--- src/rtl/rob_multi_commit_pkg.sv ---
// Shared CPU configuration for the reorder buffer: register index width and ROB tag type.
package rob_multi_commit_pkg;

    localparam int REG_IDX_W     = 5;
    localparam int ROB_DEPTH_CFG = 16;
    localparam int ROB_TAG_W     = $clog2(ROB_DEPTH_CFG);

    typedef logic [REG_IDX_W-1:0] reg_idx_t;
    typedef logic [ROB_TAG_W-1:0] rob_tag_t;

endpackage

--- src/rtl/rob_commit_sel.sv ---
// Prefix retire selection: walks entries head..head+CW-1 and stops at the first one not ready.
module rob_commit_sel #(
    parameter int DEPTH = 16,
    parameter int CW    = 2,
    parameter int TAG_W = $clog2(DEPTH)
) (
    input  logic [DEPTH-1:0] valid_i,
    input  logic [DEPTH-1:0] done_i,
    input  logic [DEPTH-1:0] exc_i,
    input  logic [TAG_W-1:0] head_i,
    output logic [CW-1:0]    commit_mask_o,
    output logic [TAG_W:0]   retire_cnt_o,
    output logic             head_exc_o
);

    logic             run;
    logic [TAG_W-1:0] idx;

    always_comb begin
        commit_mask_o = '0;
        retire_cnt_o  = '0;
        run           = 1'b1;
        idx           = head_i;
        for (int i = 0; i < CW; i++) begin
            idx              = head_i + TAG_W'(i);
            // Once one slot is blocked, every later slot stays blocked: no gaps.
            run              = run & valid_i[idx] & done_i[idx] & ~exc_i[idx];
            commit_mask_o[i] = run;
            retire_cnt_o     = retire_cnt_o + {{TAG_W{1'b0}}, run};
        end
    end

    assign head_exc_o = valid_i[head_i] & done_i[head_i] & exc_i[head_i];

endmodule

--- src/rtl/rob_multi_commit.sv ---
// Reorder buffer with single allocate, single writeback and up to COMMIT_WIDTH in-order retirements.
module rob_multi_commit
    import rob_multi_commit_pkg::*;
#(
    parameter int DATA         = 32,
    parameter int ADDR         = 32,
    parameter int ROB_DEPTH    = ROB_DEPTH_CFG,
    parameter int COMMIT_WIDTH = 2
) (
    input  logic                              clk,
    input  logic                              reset,
    input  logic                              alloc_valid,
    output logic                              alloc_ready,
    input  logic [ADDR-1:0]                   alloc_pc,
    input  reg_idx_t                          alloc_rd,
    output logic [$clog2(ROB_DEPTH)-1:0]      alloc_tag,
    input  logic                              wb_valid,
    input  logic [$clog2(ROB_DEPTH)-1:0]      wb_tag,
    input  logic [DATA-1:0]                   wb_data,
    input  logic                              wb_exc,
    input  logic                              flush_in,
    output logic [COMMIT_WIDTH-1:0]           commit_valid,
    output logic [COMMIT_WIDTH*REG_IDX_W-1:0] commit_rd,
    output logic [COMMIT_WIDTH*DATA-1:0]      commit_data,
    output logic                              exc_valid,
    output logic [ADDR-1:0]                   exc_pc,
    output logic [$clog2(ROB_DEPTH):0]        count
);

    localparam int TAG_W = $clog2(ROB_DEPTH);
    localparam int CNT_W = TAG_W + 1;

    logic [CNT_W-1:0]     head_q, head_d, tail_q, tail_d, count_q, count_d;
    logic [ROB_DEPTH-1:0] valid_q, valid_d, done_q, done_d, exc_q, exc_d;

    logic [ADDR-1:0] pc_q   [ROB_DEPTH];
    reg_idx_t        rd_q   [ROB_DEPTH];
    logic [DATA-1:0] data_q [ROB_DEPTH];

    logic [TAG_W-1:0]        head_idx, tail_idx, ret_idx, slot_idx;
    logic [COMMIT_WIDTH-1:0] commit_mask;
    logic [CNT_W-1:0]        retire_cnt;
    logic                    exc_head, flush_now, alloc_fire, wb_fire;

    assign head_idx   = head_q[TAG_W-1:0];
    assign tail_idx   = tail_q[TAG_W-1:0];
    assign alloc_ready = count_q < CNT_W'(ROB_DEPTH);
    assign alloc_fire = alloc_valid & alloc_ready;
    assign wb_fire    = wb_valid & valid_q[wb_tag];
    assign flush_now  = exc_head | flush_in;

    rob_commit_sel #(
        .DEPTH (ROB_DEPTH),
        .CW    (COMMIT_WIDTH),
        .TAG_W (TAG_W)
    ) u_commit_sel (
        .valid_i       (valid_q),
        .done_i        (done_q),
        .exc_i         (exc_q),
        .head_i        (head_idx),
        .commit_mask_o (commit_mask),
        .retire_cnt_o  (retire_cnt),
        .head_exc_o    (exc_head)
    );

    always_comb begin
        head_d  = head_q;
        tail_d  = tail_q;
        count_d = count_q;
        valid_d = valid_q;
        done_d  = done_q;
        exc_d   = exc_q;
        ret_idx = head_idx;
        if (flush_now) begin
            head_d  = '0;
            tail_d  = '0;
            count_d = '0;
            valid_d = '0;
            done_d  = '0;
            exc_d   = '0;
        end else begin
            if (wb_fire) begin
                done_d[wb_tag] = 1'b1;
                exc_d[wb_tag]  = wb_exc;
            end
            for (int i = 0; i < COMMIT_WIDTH; i++) begin
                ret_idx = head_idx + TAG_W'(i);
                if (commit_mask[i]) valid_d[ret_idx] = 1'b0;
            end
            // Allocation is blocked when full, so the tail slot never collides with a retiring one.
            if (alloc_fire) begin
                valid_d[tail_idx] = 1'b1;
                done_d[tail_idx]  = 1'b0;
                exc_d[tail_idx]   = 1'b0;
            end
            head_d  = head_q + retire_cnt;
            tail_d  = tail_q + CNT_W'(alloc_fire);
            count_d = count_q + CNT_W'(alloc_fire) - retire_cnt;
        end
    end

    always_ff @(posedge clk or posedge reset) begin
        if (reset) begin
            head_q  <= '0;
            tail_q  <= '0;
            count_q <= '0;
            valid_q <= '0;
            done_q  <= '0;
            exc_q   <= '0;
        end else begin
            head_q  <= head_d;
            tail_q  <= tail_d;
            count_q <= count_d;
            valid_q <= valid_d;
            done_q  <= done_d;
            exc_q   <= exc_d;
        end
    end

    always_ff @(posedge clk) begin
        if (alloc_fire && !flush_now) begin
            pc_q[tail_idx] <= alloc_pc;
            rd_q[tail_idx] <= alloc_rd;
        end
        if (wb_fire && !flush_now) data_q[wb_tag] <= wb_data;
    end

    // Payload RAM is not reset, so every payload output is gated by its strobe.
    always_comb begin
        commit_rd   = '0;
        commit_data = '0;
        slot_idx    = head_idx;
        for (int i = 0; i < COMMIT_WIDTH; i++) begin
            slot_idx = head_idx + TAG_W'(i);
            if (commit_mask[i]) begin
                commit_rd[i*REG_IDX_W +: REG_IDX_W] = rd_q[slot_idx];
                commit_data[i*DATA +: DATA]         = data_q[slot_idx];
            end
        end
    end

    assign commit_valid = commit_mask;
    assign exc_valid    = exc_head;
    assign exc_pc       = exc_head ? pc_q[head_idx] : '0;
    assign alloc_tag    = tail_idx;
    assign count        = count_q;

endmodule

--- config.mk ---
export PLATFORM = sky130hd
export DESIGN_NAME = rob_multi_commit
export DESIGN_NICKNAME = d
export VERILOG_FILES = /design/src/rtl/rob_multi_commit_pkg.sv /design/src/rtl/rob_commit_sel.sv /design/src/rtl/rob_multi_commit.sv
export SDC_FILE = /design/constraint.sdc
export NUM_CORES = 2
export LEC_CHECK = 0
export BUFFER_PORTS_ARGS = -buffer_cell sky130_fd_sc_hd__buf_2
export CAP_MARGIN = 40
export CORE_MARGIN = 1.5
export CORE_UTILIZATION = 50
export CTS_CLUSTER_SIZE = 14
export DETAILED_ROUTE_END_ITERATION = 6
export PLACE_DENSITY = 0.67
export SLEW_MARGIN = 20
export SYNTH_ARGS = -nofsm -noshare
export SYNTH_HDL_FRONTEND = slang
export SYNTH_HIERARCHICAL = 1
export SYNTH_SLANG_ARGS = --single-unit
--- constraint.sdc ---
create_clock -name clk -period 5.7 [get_ports clk]
set_input_delay 0.57 -clock clk [delete_from_list [all_inputs] [get_ports clk]]
set_output_delay 0.57 -clock clk [all_outputs]
set_load 0.02 [all_outputs]
## Word level (Yosys, flattened, before mapping)

Memories as Yosys holds them, arrays and structs flattened.
Cells that the tools add are included.

| storage, ports and cells | value |
|---|---|
| flip-flop bits (word level) | 63 |
| memory bits (writable) | 1104 |
| bits of input ports | 79 |
| output and inout port bits | 119 |
| memories | 3 |

| cells by class | value |
|---|---|
| add/sub/neg operators | 6 |
| $lt $le $gt $ge | 9 |
| mux-type cells | 49 |
| bitwise logic cells | 20 |
| reduce and logical (&&, ||, !) cells | 7 |

Memories:

| name | words | bits a word | read ports | clocked after memory_dff | wr ports | RTL line | source |
|---|---|---|---|---|---|---|---|
| data_q | 16 | 32 | 2 | 0 | 1 | rob_multi_commit.sv:38 | `logic [DATA-1:0] data_q [ROB_DEPTH];` |
| pc_q | 16 | 32 | 1 | 0 | 1 | rob_multi_commit.sv:36 | `logic [ADDR-1:0] pc_q [ROB_DEPTH];` |
| rd_q | 16 | 5 | 2 | 0 | 1 | rob_multi_commit.sv:37 | `reg_idx_t rd_q [ROB_DEPTH];` |

Operators with widths:

| kind | count |
|---|---|
| two-way mux 16 bit | 14 |
| two-way mux 32 bit | 3 |
| AND 16 bit | 4 |
| inverter 16 bit | 3 |
| bitwise OR 16 bit | 2 |
| binary-select mux 1 bit (select 4 bit) | 7 |
| two-way mux 5 bit | 5 |
| less-than comparator 4 x 5 -> 1 bit (second input constant) | 4 |
| bitwise mux 16 bit | 1 |
| demux 1 bit (select 4 bit) | 4 |
| greater-or-equal comparator 4 x 1 -> 1 bit (second input constant) | 4 |
| two-way mux 1 bit | 15 |
| adder 5 x 1 -> 5 bit | 2 |
| AND 1 bit | 8 |
| logical AND 1 bit | 6 |
| adder 5 bit | 1 |
| less-than comparator 5 bit (second input constant) | 1 |
| subtractor 5 bit | 1 |
| adder 4 x 1 -> 4 bit (second input constant) | 1 |
| adder 1 x 1 -> 2 bit | 1 |
| inverter 1 bit | 2 |
| logical NOT 1 bit | 1 |
| bitwise OR 1 bit | 1 |

## Longest topological paths before layout

| logic depth | value |
|---|---|
| depth in word-level cells | 14 |
| depth in mapped cells | 17 |

## Hierarchy

The synthesis kept the hierarchy.

By module, submodules not included:

| module | times used | cells each | area each (sq um) |
|---|---|---|---|
| rob_multi_commit | 1 | 2353 | 50193.1 |
| rob_commit_sel | 1 | 101 | 805.8 |

## Worst setup path before layout

OpenSTA, ideal clock, no wires.

| timing | value |
|---|---|
| kind | reg-to-reg |
| start point | register head_q[0] |
| end point | memory pc_q[12][0] (enable) |
| setup time | 480 ps |
| arrival | 4920 ps |
| required time | 5220 ps |
| setup slack | 300 ps |
| cell stages (with the launch flop) | 9 |
| path buffers | 2 |
| path through | dfrtp_1 -> buf_2 -> mux4_2 -> a22oi_1 -> nand2_1 -> and2_1 -> or2_2 -> clkbuf_1 -> nor3_1 |

| on the way | value |
|---|---|
| longest elaborated chain between the ends | 9 |

Ends and longest elaborated chain:

| element | RTL line | source |
|---|---|---|
| start: declaration | rob_multi_commit.sv:33 | `logic [CNT_W-1:0] head_q, head_d, tail_q, tail_d, count_q, count_d;` |
| start signal: assignment | rob_multi_commit.sv:104 | `head_q <= '0;` |
| start signal: assignment | rob_multi_commit.sv:111 | `head_q <= head_d;` |
| binary-select mux 1 bit (select 4 bit) | rob_commit_sel.sv:33 | `assign head_exc_o = valid_i[head_i] & done_i[head_i] & exc_i[head_i];` |
| two-way mux 1 bit (not written as such) | rob_commit_sel.sv:33 |  |
| AND 1 bit | rob_commit_sel.sv:33 |  |
| AND 1 bit (*) | rob_commit_sel.sv:33 |  |
| via exc_valid | rob_multi_commit.sv:25 | `output logic exc_valid,` |
| bitwise OR 1 bit (*) | rob_multi_commit.sv:50 | `assign flush_now = exc_head \| flush_in;` |
| logical NOT 1 bit (*) | rob_multi_commit.sv:121 | `if (alloc_fire && !flush_now) begin` |
| logical AND 1 bit (*) | rob_multi_commit.sv:121 |  |
| two-way mux 1 bit (*) | rob_multi_commit.sv:121 |  |
| two-way mux 1 bit (not written as such) (*) | rob_multi_commit.sv:122 | `pc_q[tail_idx] <= alloc_pc;` |
| end: declaration | rob_multi_commit.sv:36 |  |

Mark *: on every way through the listed nets, which the timed path passes. The rest lies on a longest branch. The select of a mux whose other input is x is not followed.

## Worst setup path in the final report

| timing | value |
|---|---|
| start point | register head_q[0] |
| end point | output port commit_rd[9] |

| on the way | value |
|---|---|
| longest elaborated chain between the ends | 8 |

Ends and longest elaborated chain:

| element | RTL line | source |
|---|---|---|
| parallel branches: the longest is 7 deep, another holds adder 4 x 1 -> 4 bit | n/a |  |
| two-way mux 5 bit (*) | rob_multi_commit.sv:135 | `if (commit_mask[i]) begin` |
| end: declaration | rob_multi_commit.sv:23 | `output logic [COMMIT_WIDTH*REG_IDX_W-1:0] commit_rd,` |

Every way passes the cells marked *. The select of a mux whose other input is x is not followed.

==> results.py <==
metrics = {
    "outcome": {
        "outcome": "completed",
    },
    "hold_path": {
        "hp-start": "wb_data[25]",
        "hold_depth": 1,
        "hold_class": "in -> reg",
        "whs_endpoint": "data_q[2][25]",
    },
    "sta": {
        "setup_violations": 0,
        "slew_headroom_pct": 24.6,
        "slew_violations": 0,
        "min_period_over_period_pct": 95.3,
        "fmax_mhz": 184,
        "hold_slack_ps": 229,
        "hold_violations": 0,
        "finalSetupTns_ps": 0,
        "period_needed_ps": 5430,
        "worst_slack_ps": 270,
        "worst_pin_slew_ps": 1130,
        "rsz0062_at_grt": "false",
        "clock_skew_ps": 33.0,
    },
    "cts": {
        "cts_root_buffer": "clkbuf_16",
        "clock-sinks": 1165,
        "clk_pin_slew_worst_paths_ps": 60,
        "clockBufferDepth": 3,
        "cts_max_level": 3,
        "cts_buffers": 118,
        "ctsResizeCount": 0,
        "cts_tree": "yes",
        "clock_latency_ps": 710,
    },
    "finish": {
        "mostFrequentLayoutCells": "1104 x edfxtp_1, 394 x mux4_2, 233 x mux2i_1",
        "fillerInstances": 7323,
        "fin_util_pct": 57.4,
        "design_area_um2": 57800,
        "drive_gt1_share_pct": 32.9,
        "final_common_cell": "edfxtp_1",
        "nets": 2791,
        "area_delta_synth_final_pct": 13.2,
    },
    "setup_path": {
        "rr_startpoint": "head_q[0]",
        "crit_required_ps": 5130,
        "crit_fanout": 20,
        "reg2reg_depth": 14,
        "r2r_end": "count[4]",
        "reg2reg_slack_ps": 1170,
        "crit_arrival_ps": 4860,
        "cp-start-kind": "flop",
        "end_kind": "output pin",
        "path_class": "reg -> out",
    },
    "detailed_routing": {
        "ant_nets": 0,
        "vias_per_cell": 6.38,
        "wl_per_cell_um": 30.0,
        "vias": 26500,
        "drtIter0Drc": 2614,
        "routed_wl_um": 124000,
        "dr.pass1.iters": 5,
        "drc": 0,
    },
    "synthesis": {
        "synth_flop_cell": "edfxtp_1",
        "synth_edf_count": 1104,
        "synthesis.area_um2": 51000,
        "ys_types": 61,
        "syn-instance-count": 2454,
        "synth_async_sr_flop_share_pct": 5.24,
        "syn_avg_cell_area_um2": 20.8,
        "ys_seq_elements": 1165,
        "yosysWarnings": 6,
        "yosysSeqAreaShare_pct": 68.0,
    },
    "floorplanning": {
        "die_y_um": 322,
        "die_w_um": 322,
        "rows": 116,
        "floorplan.die_area_um2": 104000,
        "start_util_pct": 50.7,
        "core-area_um2": 101000,
        "io_pins": 198,
    },
    "global_route": {
        "grt_pass1_vias": 27700,
        "grt_use_total_pct": 24.4,
        "grt_first_pass_wirelength_um": 185000,
        "grt_overflow": 0,
        "grt_antenna_before_repair": 16,
        "grt_max_degree": 172,
    },
    "placement": {
        "routabilityCongestion": 0.895,
        "placed_area_um2": 53600,
        "dpl_worst_slack_ps": 855,
        "portBuffers": 197,
        "hpwlAfterDp_um": 70200,
    },
    "power_and_ir_drop": {
        "ir_drop_mv": 0.266,
        "p_per_area_nw_per_um2": 312,
        "total_leakage_power_nw": 18.5,
    },
    "run": {
        "cap_violations": 0,
    },
}
==> metal layers <==
metal  global-route usage, %  share of wire (%)  vias to the layer above
met4                    6.55                2.5                       14
met3                    4.43                6.9                      238
met5                       0              0.071                        -
li1                        -                  -                    11000
met1                    32.5                 39                    14200
met2                    41.5                 51                     1078
==> cells in the mapped netlist (14+ instances only) <==
| cell | count | area [µm²] |
|---|---|---|
| clkbuf_1 | 34 | 128 |
| a41o_1 | 15 | 150 |
| ha_1 | 19 | 238 |
| edfxtp_1 | 1104 | 33200 |
| inv_1 | 21 | 78.8 |
| o21ai_0 | 22 | 110 |
| buf_2 | 70 | 350 |
| mux4_2 | 394 | 8870 |
| nand2_1 | 33 | 124 |
| nor2_1 | 80 | 300 |
| nand3_1 | 21 | 105 |
| mux2i_1 | 233 | 2330 |
| dfrtp_1 | 61 | 1530 |
| buf_4 | 14 | 105 |
| buf_6 | 33 | 372 |
| mux4_1 | 40 | 1050 |
| o22ai_1 | 106 | 663 |
==> layout make-up <==
cell class,instances,area [µm²],area share (%)
inverter,21,78.8,0.136
timing repair buffer,284,2110,3.65
tap,1357,1700,2.94
clock buffer,134,3060,5.29
multi-input combinational,1101,15200,26.4
antenna,5,12.5,0.0217
sequential,1165,34700,60.1
clock inverter,85,863,1.49
==> stage by stage <==
| stage | power [mW] | instances |
|---|---|---|
| 6_report | 18.0 | 4152 |
| 5_1_grt | 18.5 | 4150 |
| 4_1_cts | 18.1 | 4138 |
| 3_5_place_dp | 10.4 | 3919 |
| 3_3_place_gp | 10.4 | 3915 |
| 2_1_floorplan | 10.1 | 2456 |
==> critical path: stages, from the launching register on <==
cell and delay [ps]:
dfrtp_4 610, ha_1 590, nor3b_1 300, a31oi_1 80
mux4_1 510, nor3_1 150, o2111a_1 270, buf_4 240
nand2_2 450, o22ai_1 670, buf_2 280
==> report_power, final <==
group          switching, mW  total (mW)  internal, mW
clock network           3.23        7.79          4.56
registers             0.0437        9.49          9.45
logic                  0.484       0.747         0.263
==> how the worst max path moves through the flow <==
stage	from	end	slack, ps	cells past startpoint
after global placement	head_q[0]	commit_data[58]	890	11
after floorplan	head_q[0]	pc_q[12][0]	300	8
final	head_q[0]	commit_rd[9]	270	10
after detailed placement	head_q[0]	commit_data[58]	850	11
after CTS	head_q[0]	commit_data[58]	100	11
after global routing	head_q[0]	commit_data[58]	110	11
==> flip-flops by register name, indices dropped and copies added (netlist names) <==
| register | count |
|---|---|
| valid_q | 16 |
| head_q | 4 |
| done_q | 16 |
| rd_q | 80 |
| data_q | 512 |
| exc_q | 16 |
| count | 5 |
| tail_q | 4 |
| pc_q | 512 |
==> what timing repair did <==
item,in CTS,in global routing
buffers inserted,0,0
endpoints found under the hold margin,0,3
hold buffers,0,1
==> cell families (layout without fill, tap and decap cells) <==
group           after synthesis  in the layout  share of synthesized area [%]
compound gates              178            178                           2.32
xor+xnor                     17             17                          0.336
fa+ha+maj                    21             21                          0.545
buf+inv                     190            524                           2.64
flops                      1165           1165                           68.0
mux                         667            667                           24.0
other cells                   1              8                        0.00735
simple gates                215            215                           2.12
No activity file was read; power rests on OpenSTA's default activity.
